## config.mk

```make
export PLATFORM = sky130hd
export DESIGN_NAME = apb_read_responder
export DESIGN_NICKNAME = d
export VERILOG_FILES = /design/src/rtl/apb_read_responder.sv
export SDC_FILE = /design/constraint.sdc
export NUM_CORES = 1
export LEC_CHECK = 0
export ABC_AREA = 0
export CAP_MARGIN = 30
export CORE_UTILIZATION = 48
export CTS_CLUSTER_DIAMETER = 80
export DETAILED_ROUTE_END_ITERATION = 8
export GPL_TIMING_DRIVEN = 0
export PLACE_DENSITY = 0.82
export SYNTH_ARGS = -nofsm -noshare
export SYNTH_HDL_FRONTEND = slang
export SYNTH_SLANG_ARGS = --single-unit
```

## constraint.sdc

```tcl
create_clock -name PCLK -period 4.4 [get_ports PCLK]
set_clock_uncertainty 0.2 [all_clocks]
set_input_delay 0.88 -clock PCLK [delete_from_list [all_inputs] [get_ports PCLK]]
set_output_delay 0.88 -clock PCLK [all_outputs]
set_load 0.01 [all_outputs]
```

## src/rtl/apb_read_responder.sv

```systemverilog
// -----------------------------------------------------------------------------
// apb_read_responder
//
// APB completer serving CPU reads from the sensor-fusion register table.
// A read setup phase is decoded; legal addresses fetch a word from the table
// over a one-cycle req / valid side port, and the word is returned with wait
// states. Misaligned or out-of-range addresses, and fetches that exceed
// TIMEOUT cycles, complete with PSLVERR. Write transfers are ignored.
//
// Optional feature (macro RD_ERR_CNT_EN): adds output rd_err_count, a
// saturating 8-bit count of error responses.
//
// Ports
//   PCLK, PRESETn        clock (posedge) and asynchronous active-low reset
//   PSEL, PENABLE,       APB request signals
//   PWRITE, PADDR
//   PRDATA, PREADY,      APB response, all decoded from registered state
//   PSLVERR
//   rd_err_count         error-response counter (RD_ERR_CNT_EN only)
//   reg_rd_req           one-cycle fetch strobe to the register table
//   reg_rd_idx           register index being fetched
//   reg_rd_valid,        table response; only looked at while fetching
//   reg_rd_data
// -----------------------------------------------------------------------------
module apb_read_responder #(
  parameter logic [31:0] BASE_ADDR = 32'h0000_0000,
  parameter int          NUM_REGS  = 16,
  parameter int          TIMEOUT   = 10
) (
  input  logic                        PCLK,
  input  logic                        PRESETn,
  input  logic                        PSEL,
  input  logic                        PENABLE,
  input  logic                        PWRITE,
  input  logic [31:0]                 PADDR,
  output logic [31:0]                 PRDATA,
  output logic                        PREADY,
  output logic                        PSLVERR,
`ifdef RD_ERR_CNT_EN
  output logic [7:0]                  rd_err_count,
`endif
  output logic                        reg_rd_req,
  output logic [$clog2(NUM_REGS)-1:0] reg_rd_idx,
  input  logic                        reg_rd_valid,
  input  logic [31:0]                 reg_rd_data
);

  localparam int          IDX_W     = $clog2(NUM_REGS);
  localparam logic [31:0] SPAN      = 32'(4 * NUM_REGS);
  localparam logic [7:0]  TIMEOUT_C = 8'(TIMEOUT);

  typedef enum logic [1:0] {
    IDLE = 2'd0,
    REQ  = 2'd1,
    WAIT = 2'd2,
    RESP = 2'd3
  } state_t;

  state_t             state_q, state_d;
  logic [7:0]         cnt_q, cnt_d;
  logic [IDX_W-1:0]   idx_q, idx_d;
  logic [31:0]        data_q, data_d;
  logic               err_q, err_d;

  logic [31:0]        offset;
  logic               addr_legal;
  logic               setup_seen;
  logic [7:0]         cnt_inc;

  // PADDR >= BASE_ADDR is tested first so the subtraction below cannot wrap
  // into a falsely small offset.
  assign offset     = PADDR - BASE_ADDR;
  assign addr_legal = (PADDR[1:0] == 2'b00) && (PADDR >= BASE_ADDR) && (offset < SPAN);
  assign setup_seen = PSEL && !PENABLE && !PWRITE;
  assign cnt_inc    = (cnt_q == 8'hFF) ? cnt_q : cnt_q + 8'd1;

  always_comb begin
    state_d = state_q;
    cnt_d   = cnt_q;
    idx_d   = idx_q;
    data_d  = data_q;
    err_d   = err_q;

    case (state_q)
      IDLE: begin
        if (setup_seen) begin
          cnt_d  = 8'd0;
          data_d = 32'd0;
          if (addr_legal) begin
            idx_d   = offset[IDX_W+1:2];
            err_d   = 1'b0;
            state_d = REQ;
          end else begin
            err_d   = 1'b1;
            state_d = RESP;
          end
        end
      end

      REQ, WAIT: begin
        if (!PSEL) begin
          // Master abandoned the transfer: drop it without a response.
          state_d = IDLE;
        end else begin
          cnt_d = cnt_inc;
          if (reg_rd_valid) begin
            data_d  = reg_rd_data;
            err_d   = 1'b0;
            state_d = RESP;
          end else if (state_q == REQ) begin
            state_d = WAIT;
          end else if (cnt_inc >= TIMEOUT_C) begin
            // Valid is checked first, so a same-cycle valid beats timeout.
            data_d  = 32'd0;
            err_d   = 1'b1;
            state_d = RESP;
          end
        end
      end

      RESP: begin
        state_d = IDLE;
      end

      default: begin
        state_d = IDLE;
      end
    endcase
  end

  always_ff @(posedge PCLK or negedge PRESETn) begin
    if (!PRESETn) begin
      state_q <= IDLE;
      cnt_q   <= 8'd0;
      idx_q   <= '0;
      data_q  <= 32'd0;
      err_q   <= 1'b0;
    end else begin
      state_q <= state_d;
      cnt_q   <= cnt_d;
      idx_q   <= idx_d;
      data_q  <= data_d;
      err_q   <= err_d;
    end
  end

  // Outputs depend only on registered state, never directly on PSEL.
  assign PREADY     = (state_q == RESP);
  assign PSLVERR    = (state_q == RESP) && err_q;
  assign PRDATA     = ((state_q == RESP) && !err_q) ? data_q : 32'd0;
  assign reg_rd_req = (state_q == REQ);
  assign reg_rd_idx = idx_q;

`ifdef RD_ERR_CNT_EN
  logic [7:0] err_cnt_q, err_cnt_d;

  always_comb begin
    err_cnt_d = err_cnt_q;
    if (PSLVERR && (err_cnt_q != 8'hFF)) begin
      err_cnt_d = err_cnt_q + 8'd1;
    end
  end

  always_ff @(posedge PCLK or negedge PRESETn) begin
    if (!PRESETn) begin
      err_cnt_q <= 8'd0;
    end else begin
      err_cnt_q <= err_cnt_d;
    end
  end

  assign rd_err_count = err_cnt_q;
`endif

endmodule

```

### Word-level counts from Yosys, hierarchy flattened

Index checks and enable logic that the tools add are counted.

* bits in registers: 47
* memories kept: 0
* ROM bits: 0
* latch bits: 0
* input port bits: 70
* bits in writable memories: 0

* bitwise operators: 0
* reductions and logical operators: 17
* magnitude comparators: 3
* multipliers: 0
* $add $sub $neg: 1
* shift-type cells: 0
* mux-type cells: 25
* divide/modulo/power cells: 0
* equality and inequality tests: 9

Operators with widths (number)
* $mux W32: 6
* $pmux W32 S2: 1
* $ge A32 B1 Y1 const B: 1
* $lt A32 B7 Y1 const B: 1
* $mux W8: 3
* $pmux W8 S2: 1
* $mux W2: 6
* $add A8 B1 Y8 const B: 1
* $eq A8 B8 Y1 const B: 1
* $ge A8 B4 Y1 const B: 1
* $logic_and A1 B1 Y1: 6
* $mux W1: 6
* $ne A3 B3 Y1 const B: 2
* $pmux W2 S3: 1
* $reduce_and A3 Y1: 2
* $ne A5 B5 Y1 const B: 1
* $reduce_and A5 Y1: 1
* $eq A2 B2 Y1 const B: 2
* $logic_not A2 Y1: 2
* $ne A2 B2 Y1 const B: 2
* $logic_not A1 Y1: 3
* $eq A2 B1 Y1 const B: 1
* $pmux W1 S2: 1
* $reduce_and A2 Y1: 1
* other kinds (2): 2

### Longest topological paths before layout

Gate-level depths: netlist of run 1.

* word-level depth: 8
* gate-level depth with buffers: 9

### Worst setup path before layout of run 1

No wires, ideal clock.

* path type: input port to flip-flop
* start: input port PADDR[23]
* end: register idx_q[0] (netlist: reg_rd_idx[0])
* setup slack: 2.017 ns
* required time: 4.075 ns
* path buffers: 0
* setup time: 0.125 ns
* cell stages on the path: 4
* arrival: 2.058 ns
* cells stage by stage: nor4_1 -> nand4_1 -> nor4_2 -> mux2_2

* word-level cells in the longest chain between the ends: 4

Ends and longest elaborated chain
* start: declaration: RTL line 35 `input logic [31:0] PADDR,`
* $ge A32 B1 Y1: RTL line 73 `assign addr_legal = (PADDR[1:0] == 2'b00) && (PADDR >= BASE_ADDR) && (offset < SPAN);`
* $logic_and A1 B1 Y1: RTL line 73
* $logic_and A1 B1 Y1 (*): RTL line 73
* $reduce_and A3 Y1 (no line) (*)
* end signal: assignment: RTL line 141 `idx_q <= idx_d;`
* end: declaration: RTL line 61 `logic [IDX_W-1:0] idx_q, idx_d;`

Mark *: on every way between the ends. The rest lies on a longest branch, timed or not.
A chain may end at the register's enable or synchronous reset.

### Worst setup path after layout of run 1

* start: register state_q[0]
* end: output port PRDATA[14]

* word-level cells in the longest chain between the ends: 3

Ends and longest elaborated chain
* start: declaration: RTL line 59 `state_t state_q, state_d;`
* start signal: assignment: RTL line 139 `state_q <= state_d;`
* $eq A2 B2 Y1: RTL line 150 `assign PRDATA = ((state_q == RESP) && !err_q) ? data_q : 32'd0;`
* $logic_and A1 B1 Y1: RTL line 150
* $mux W32: RTL line 150
* end: declaration: RTL line 36 `output logic [31:0] PRDATA,`

Every way passes these cells.

==> results of run 1 <==
## final cells by class
| type | count | area [um2] |
|---|---|---|
| multi-input cells | 226 | 1545 |
| fillers | 437 | 1474 |
| flip-flops and latches | 47 | 1176 |
| repair buffers | 109 | 1096 |
| plain buffers | 19 | 131.4 |
| well taps | 72 | 90.09 |
| clock buffers | 5 | 68.82 |
| clock inverters | 2 | 37.54 |
| inverters | 6 | 22.52 |
## logic make-up after synthesis
family	after synthesis
and+or+nand+nor	119
adders and majority gates	4
muxes	9
DFF	47
buffers and inverters	25
AOI/OAI and AO/OA	94
## synthesized netlist by cell type
cell type	n
and3_2	1
a21o_1	1
nor2_1	11
nand2_1	11
dfrtp_1	47
mux2i_1	2
nand3_2	1
and2_1	33
nand4_1	2
nand3_1	9
o31a_1	1
a21bo_2	1
o211a_1	1
nor2b_1	3
o21ai_1	1
o21ai_2	30
o21ai_0	8
a22o_1	1
a21oi_1	13
nor4_2	1
clkbuf_1	12
buf_12	3
mux2_1	1
o31ai_1	2
o31a_4	1
ha_1	4
nor3b_1	1
mux2_2	5
mux2_4	1
nand4b_1	1
inv_1	6
a31oi_1	2
nand2b_1	35
nor3_1	3
buf_2	3
a22oi_1	32
nor4_1	7
buf_6	1
## sequential cells by signal, summed over array words and instances (netlist names)
signal and flops:
err_q 1, state_q 2, cnt_q 8, data_q 32
reg_rd_idx 4
## per-layer routing
metal,vias to the layer above,GRT usage (%),part of all wire [%]
li1,1300,-,-
met1,1261,32.70,46
met2,78,42.07,49
met3,6,5.829,4.8
met4,0,4.727,0.55
met5,-,0,0
## path summary, 6_finish.rpt
check / end / depth (start not counted) / slack, ps
setup / recovery: PRDATA[14] / 5 / 880
hold / removal: reg_rd_idx[2]$_DFFE_PN0P_ / 1 / 310
setup reg to reg: data_q[24]$_DFFE_PN0P_ / 9 / 1780
hold reg to reg: reg_rd_idx[2]$_DFFE_PN0P_ / 1 / 310
max in group asynchronous: data_q[15]$_DFFE_PN0P_ / 2 / 3080
min in group asynchronous: cnt_q[6]$_DFFE_PN0P_ / 1 / 370
## through the flow
stage / total power, mW / area (um2)
6_report: 2.675 / 4168
5_1_grt: 2.867 / 4168
4_1_cts: 2.693 / 4168
3_5_place_dp: 2.374 / 4061
3_3_place_gp: 2.320 / 4046
2_1_floorplan: 1.870 / 2875
## power breakdown
part / internal [mW] / switching [mW]
logic: 0.779 / 0.807
clock network: 0.166 / 0.152
registers: 0.622 / 0.149
## worst reg2reg max path, cell delays in order, from the launching register on
cell and delay (ps):
dfrtp_1 390, inv_1 80, ha_1 280, clkbuf_1 250
nor2b_1 180, o21ai_1 160, nor2_1 350, clkbuf_1 430
a22oi_1 160, o21ai_2 100
==> impl_metrics.ini, run 1 <==
[synthesis]
yosys.area.top_type = dfrtp_1
avgSynthCellArea_um2 = 9.649
synthAdderAreaFrac_pct = 1.741
netlist_instances = 298
synth_area_leaders = dfrtp_1 41%, o21ai_2 9.1%, a22oi_1 8.4%
synthXorXnorAreaFrac_pct = 0
synth_area_um2 = 2875
synth_compound_area_share_pct = 24.46
synth_seq_cells = 47
synth_nets = 372
yosys.area_share.simple_pct = 23.98
ys_seq_area_share_pct = 40.91
synthMuxAreaShare_pct = 3.568
yosysTopAreaCellShare_pct = 40.91
ys_types = 38
synth_top_family_by_area = compound AO/OA/AOI/OAI gates
yosysWarningCount = 0

[clocking]
clock_latency_ps = 300
cts-root-buf = clkbuf_8
holdBufCountCts = 0
cts_tree = yes
cts_resized = 0
clk_path_buf_depth = 2
cts.clk_slew.worst_paths_ps = 90
cts_max_level = 2
postCtsSetupRepairBufs = 0
numCtsBuffers = 5
clock_sinks = 47

[sta]
worstMarginPinSlew_ps = 589.4
finalSetupViolations = 0
final.min_clock_period_ps = 3518
fin_setup_tns_ps = 0
fin_crit_sh_pct = 79.95
timing.final.hold_violations = 0
maxSlewViolCount = 0
grt_setup_unrepaired = false
slew_headroom_pct = 60.71
hold_slack_ps = 313.8
setup_ws_ps = 882.4
max_freq_ghz = 0.2843

[route]
drc_errors = 0
via_per_inst = 5.442
drt-total-wl_mm = 7.498
detail_route.wl_per_cell_um = 15.43
drt_iter0_drc = 184
ant_nets = 0
dr_total_vias = 2645
drtPass1Iterations = 4

[global_routing]
track_usage_pct = 24.92
gr-total-overflow = 0
grt_max_degree = 26
grt_pass1_wl_mm = 12.38
grt_pass1_vias = 2639
antenna_found_initial = 0

[die]
die_x_um = 79.40
num_io_pins = 109
start_util_pct = 50.96
die_h_um = 79.40
coreArea_um2 = 5642
placementRows = 27
die_area_um2 = 6304

[worst_setup_path]
crit_path_end_kind = output port
critPathLaunchType = flop
cpLargestDelayFamily = buffers and inverters
path_max_fanout = 10
path_buf_inv = 2
critPathLaunch = state_q[0]$_DFFE_PN0P_
crit_type = reg2out
slowest_delay_ps = 540
required_ps = 3320
cp_slowest_cell = clkdlybuf4s50_1
path_cells = ha_1 -> nor2b_1 -> clkbuf_1 -> and2_1 -> clkdlybuf4s50_1
arrival_ps = 2440
timing.rr.start = state_q[0]$_DFFE_PN0P_

[hold_path]
hold_path.class = reg2reg
hp-start = reg_rd_idx[2]$_DFFE_PN0P_

[placed_design]
routabilityCongestion = 0.8526
io_buffers = 108
place_ws_ps = 1158
placed_cells = 479
dp_hpwl_mm = 5.700

[finish]
syn_to_final_growth_pct = 44.95
drive_gt1_share_pct = 13.77
utilization_pct = 73.87
n_antenna_cell = 0
layout.nets = 488
fin_cells = 486
final_common_cell = clkdlybuf4s50_1
layout_common_cells = 107 x clkdlybuf4s50_1, 47 x dfrtp_1, 35 x nand2b_1

[run]
maxCapViolCount = 0

[power_and_ir_drop]
ir_drop_uv = 394.5
power_density_nw_per_um2 = 641.9
power.leakage_nw = 1.657

[run_status]
status = finished clean
Note: power is estimated with default switching activity, not from simulation.
==> run 2, diff against run 1 <==
--- a/config.mk
+++ b/config.mk
@@ -7,11 +7,11 @@
 export LEC_CHECK = 0
 export ABC_AREA = 0
 export CAP_MARGIN = 30
-export CORE_UTILIZATION = 48
+export CORE_UTILIZATION = 45
 export CTS_CLUSTER_DIAMETER = 80
 export DETAILED_ROUTE_END_ITERATION = 8
 export GPL_TIMING_DRIVEN = 0
-export PLACE_DENSITY = 0.82
+export PLACE_DENSITY = 0.78
 export SYNTH_ARGS = -nofsm -noshare
 export SYNTH_HDL_FRONTEND = slang
 export SYNTH_SLANG_ARGS = --single-unit
==> constraint.sdc (replaced) <==
create_clock -name PCLK -period 3.3 [get_ports PCLK]
set_clock_uncertainty 0.2 [all_clocks]
set_input_delay 0.66 -clock PCLK [delete_from_list [all_inputs] [get_ports PCLK]]
set_output_delay 0.66 -clock PCLK [all_outputs]
set_load 0.01 [all_outputs]
==> impl_metrics.ini, run 2 (synthesis results as in run 1) <==
[run_status]
status = finished clean

[finish]
n_antenna_cell = 0
regMostFlops = data_q
utilization_pct = 69.21
layout.nets = 488
layout_common_cells = 107 x clkdlybuf4s50_1, 47 x dfrtp_1, 35 x nand2b_1
drive_gt1_share_pct = 14.46
fillers = 499
final_common_cell = clkdlybuf4s50_1
fin_cells = 490
largest_reg_flops = 32
syn_to_final_growth_pct = 45.04

[route]
via_per_inst = 5.578
dr_total_vias = 2733
ant_nets = 0
drt-total-wl_mm = 7.510
drc_errors = 0
drt_iter0_drc = 107
drtPass1Iterations = 4
detail_route.wl_per_cell_um = 15.33

[global_routing]
antenna_found_initial = 0
gr-total-overflow = 0
grt_pass1_vias = 2693
track_usage_pct = 23.17
grt_max_degree = 29
grt_pass1_wl_mm = 12.01

[worst_setup_path]
critPathLaunch = state_q[0]$_DFFE_PN0P_
crit_type = reg2out
r2r_slack_ps = 710
path_max_fanout = 10
path_cells = ha_1 -> nor2b_2 -> clkbuf_1 -> and2_1 -> clkdlybuf4s50_1
arrival_ps = 2300
timing.rr.start = state_q[1]$_DFFE_PN0P_
r2r-end = data_q[23]$_DFFE_PN0P_
slowest_delay_ps = 540
rr_worst_depth = 9
required_ps = 2440
cp_slowest_cell = clkdlybuf4s50_1
crit_path_end_kind = output port
critPathLaunchType = flop

[sta]
setup_ws_ps = 136.6
slew_headroom_pct = 66.17
worstMarginPinSlew_ps = 507.5
timing.final.hold_violations = 0
maxSlewViolCount = 0
finalSetupViolations = 0
max_freq_ghz = 0.3161
fin_crit_sh_pct = 95.86
grt_setup_unrepaired = false
final.min_clock_period_ps = 3163

[clocking]
holdBufCountCts = 0
cts_max_level = 2
cts.clk_slew.worst_paths_ps = 90
clk_path_buf_depth = 2
clock_sinks = 47
numCtsBuffers = 5
cts_tree = yes
clock_latency_ps = 300
cts-root-buf = clkbuf_8

[die]
num_io_pins = 109
die_area_um2 = 6713
die_x_um = 81.94
die_h_um = 81.94
placementRows = 28
coreArea_um2 = 6026
start_util_pct = 47.72

[run]
maxCapViolCount = 0

[placed_design]
placed_cells = 482
routabilityCongestion = 0.8485
dp_hpwl_mm = 5.621
io_buffers = 108
place_ws_ps = 270.0

[power_and_ir_drop]
power.leakage_nw = 1.665
total_power_mw = 3.530
power_density_nw_per_um2 = 846.4
ir_drop_uv = 488.9

[hold_path]
hold_path.class = in2async
[run 2: timing repair]
item / in CTS / in global routing
cloned: 0 / 0
pin swaps: 0 / 0
endpoints found under the hold margin: 0 / 0
gates resized for setup: 1 / 4
endpoints found under the setup margin: 30 / 5
setup buffers: 0 / 0
[run 2: cell type report]
cell class | instances | area [um2] | share of cell area (%)
clock buffer | 8 | 100.1 | 2.400
timing repair buffer | 109 | 1096 | 26.28
tap | 75 | 93.84 | 2.250
multi-input combinational | 226 | 1548 | 37.11
sequential | 47 | 1176 | 28.20
inverter | 6 | 22.52 | 0.5401
buffer | 19 | 133.9 | 3.210
[run 2: stage by stage]
stage | TNS [ps] | instance area (um2) | hold slack, ps
2_1_floorplan | 0 | 2875 | 164.4
3_3_place_gp | -1775 | 4050 | 290.2
3_5_place_dp | 0 | 4065 | 299.1
4_1_cts | 0 | 4168 | 113.8
5_1_grt | 0 | 4170 | 136.1
6_report | 0 | 4170 | 105.8
[run 2: how the worst max path moves through the flow]
| stage | cells past startpoint | slack (ps) | to |
|---|---|---|---|
| 2_1_floorplan | 6 | 1020 | state_q[1]$_DFFE_PN0P_ |
| 3_3_place_gp | 1 | -40 | data_q[9]$_DFFE_PN0P_ |
| 3_5_place_dp | 5 | 270 | PRDATA[22] |
| 4_1_cts | 5 | 60 | PRDATA[22] |
| 5_1_grt | 5 | 10 | PRDATA[16] |
| 6_report | 5 | 140 | PRDATA[16] |
[run 2: power by group]
group,internal (mW),leakage (nW),switching (mW)
clock,0.191,0.0515,0.188
sequential,0.830,0.587,0.196
combinational,1.04,1.03,1.08
[run 2: routing by layer]
metal / vias up / global-route usage (%) / routed length [um]
met3: 10 / 6.111 / 679
met5: - / 0 / 0
met2: 99 / 40.66 / 3729
li1: 1304 / - / -
met4: 0 / 5.965 / 80
met1: 1320 / 27.92 / 3020
[run 2: critical path: cells and delay by family (launching register included)]
family / cells / cell delay [ps]
buf+inv: 2 / 880
simple gates: 2 / 510
flops: 1 / 390
fa+ha+maj: 1 / 220
==> run 3, diff against run 2 <==
--- a/config.mk
+++ b/config.mk
@@ -7,11 +7,11 @@
 export LEC_CHECK = 0
 export ABC_AREA = 0
 export CAP_MARGIN = 30
-export CORE_UTILIZATION = 45
+export CORE_UTILIZATION = 35
 export CTS_CLUSTER_DIAMETER = 80
 export DETAILED_ROUTE_END_ITERATION = 8
 export GPL_TIMING_DRIVEN = 0
-export PLACE_DENSITY = 0.78
+export PLACE_DENSITY = 0.62
 export SYNTH_ARGS = -nofsm -noshare
 export SYNTH_HDL_FRONTEND = slang
 export SYNTH_SLANG_ARGS = --single-unit
==> impl_metrics.ini, run 3 (synthesis results as in run 1) <==
[worst_setup_path]
arrival_ps = 2200
required_ps = 2440
r2r-end = data_q[22]$_DFFE_PN0P_
crit_path_end = PRDATA[1]
critPathLaunchType = flop
critPathLaunch = state_q[0]$_DFFE_PN0P_
rr_worst_depth = 9
crit_path_end_kind = output port
crit_type = reg2out
r2r_slack_ps = 540
path_max_fanout = 10
timing.rr.start = state_q[0]$_DFFE_PN0P_

[placed_design]
io_buffers = 108
dp_hpwl_mm = 5.646
routabilityCongestion = 0.8491
placed_cells = 509

[sta]
timing.final.hold_violations = 0
fin_setup_tns_ps = 0
finalSetupViolations = 0
grt_setup_unrepaired = false
final.min_clock_period_ps = 3057
max_freq_ghz = 0.3271
fin_crit_sh_pct = 92.63
maxSlewViolCount = 0
slew_headroom_pct = 60.63
worstMarginPinSlew_ps = 590.5

[global_routing]
track_usage_pct = 18.91
grt_max_degree = 25
grt_pass1_vias = 2621
gr-total-overflow = 0
grt_pass1_wl_mm = 12.98
antenna_found_initial = 0

[finish]
layout_common_cells = 107 x clkdlybuf4s50_1, 47 x dfrtp_1, 35 x nand2b_1
layout.nets = 488
fillers = 742
drive_gt1_share_pct = 14.94
syn_to_final_growth_pct = 45.95
fin_cells = 517
largest_reg_flops = 32
regMostFlops = data_q
n_antenna_cell = 0
final_common_cell = clkdlybuf4s50_1

[route]
dr_total_vias = 2609
ant_nets = 0
detail_route.wl_per_cell_um = 14.88
drt-total-wl_mm = 7.694
drt_iter0_drc = 107
drc_errors = 0
drtPass1Iterations = 5
via_per_inst = 5.046

[clocking]
cts.clk_slew.worst_paths_ps = 100
cts_tree = yes
cts-root-buf = clkbuf_8
postCtsSetupRepairBufs = 0
cts_max_level = 2
numCtsBuffers = 5
clock_latency_ps = 310
cts_resized = 1
clk_path_buf_depth = 2
holdBufCountCts = 0
clock_sinks = 47

[die]
placementRows = 32
start_util_pct = 36.64
coreArea_um2 = 7848
die_h_um = 92.64
num_io_pins = 109
die_area_um2 = 8581
die_x_um = 92.64

[hold_path]
hold_path.class = in2async

[power_and_ir_drop]
power.leakage_nw = 1.666
total_power_mw = 3.508
ir_drop_uv = 394.8
power_density_nw_per_um2 = 835.9

[run_status]
status = finished clean

[run]
maxCapViolCount = 0
[run 3: changes by cell type in the layout (fill, tap and decap cells not counted)]
cell	change
clkbuf_1	-2
inv_6	+1
clkinv_2	+1
clkbuf_8	-2
clkinv_4	+1
clkbuf_2	+1
[run 3: per-layer routing]
metal / vias to the layer above / track usage (%) / wire, um
met2: 64 / 31.11 / 3602
met5: - / 0 / 0
li1: 1299 / - / -
met3: 9 / 2.545 / 282
met4: 0 / 4.487 / 72
met1: 1237 / 26.34 / 3737
[run 3: how the worst min path moves through the flow]
stage	from	endpoint	slack, ps	cells past startpoint
after global routing	PRESETn	data_q[12]$_DFFE_PN0P_	180	1
after CTS	PRESETn	cnt_q[3]$_DFFE_PN0P_	160	1
final	PRESETn	data_q[16]$_DFFE_PN0P_	150	1
after floorplan	PRESETn	cnt_q[0]$_DFFE_PN0P_	160	0
after detailed placement	reg_rd_idx[2]$_DFFE_PN0P_	reg_rd_idx[2]$_DFFE_PN0P_	300	1
after global placement	reg_rd_idx[3]$_DFFE_PN0P_	reg_rd_idx[3]$_DFFE_PN0P_	290	1
[run 3: cell type report]
type	instances	area [um2]	area share, %
inverter	6	22.52	0.5367
clock buffer	5	68.82	1.640
sequential	47	1176	28.03
buffer	19	135.1	3.220
timing repair buffer	109	1096	26.12
clock inverter	3	22.52	0.5367
multi-input combinational	226	1548	36.88
tap	102	127.6	3.041
[run 3: per-stage QoR]
step	util [%]	instance area [um2]	hold WS (ps)	setup WS [ps]
after global routing	53.48	4197	178.3	69.79
after detailed placement	52.23	4099	295.3	243.5
after floorplan	-	2875	164.4	1022
after global placement	52.04	4084	290.1	-170.6
final	53.48	4197	154.2	243.0
after CTS	53.43	4193	163.7	59.22
[run 3: power breakdown]
group,internal [mW],total [mW],leakage (nW),switching (mW)
Clock,0.152,0.368,0.0485,0.215
Combinational,1.04,2.12,1.03,1.07
Sequential,0.830,1.02,0.587,0.194
[run 3: worst max-delay path, stage by stage, from the launching register on]
cell	delay, ps
dfrtp_1	390
ha_1	210
nor2b_2	320
clkbuf_2	280
and2_1	170
clkdlybuf4s50_1	530
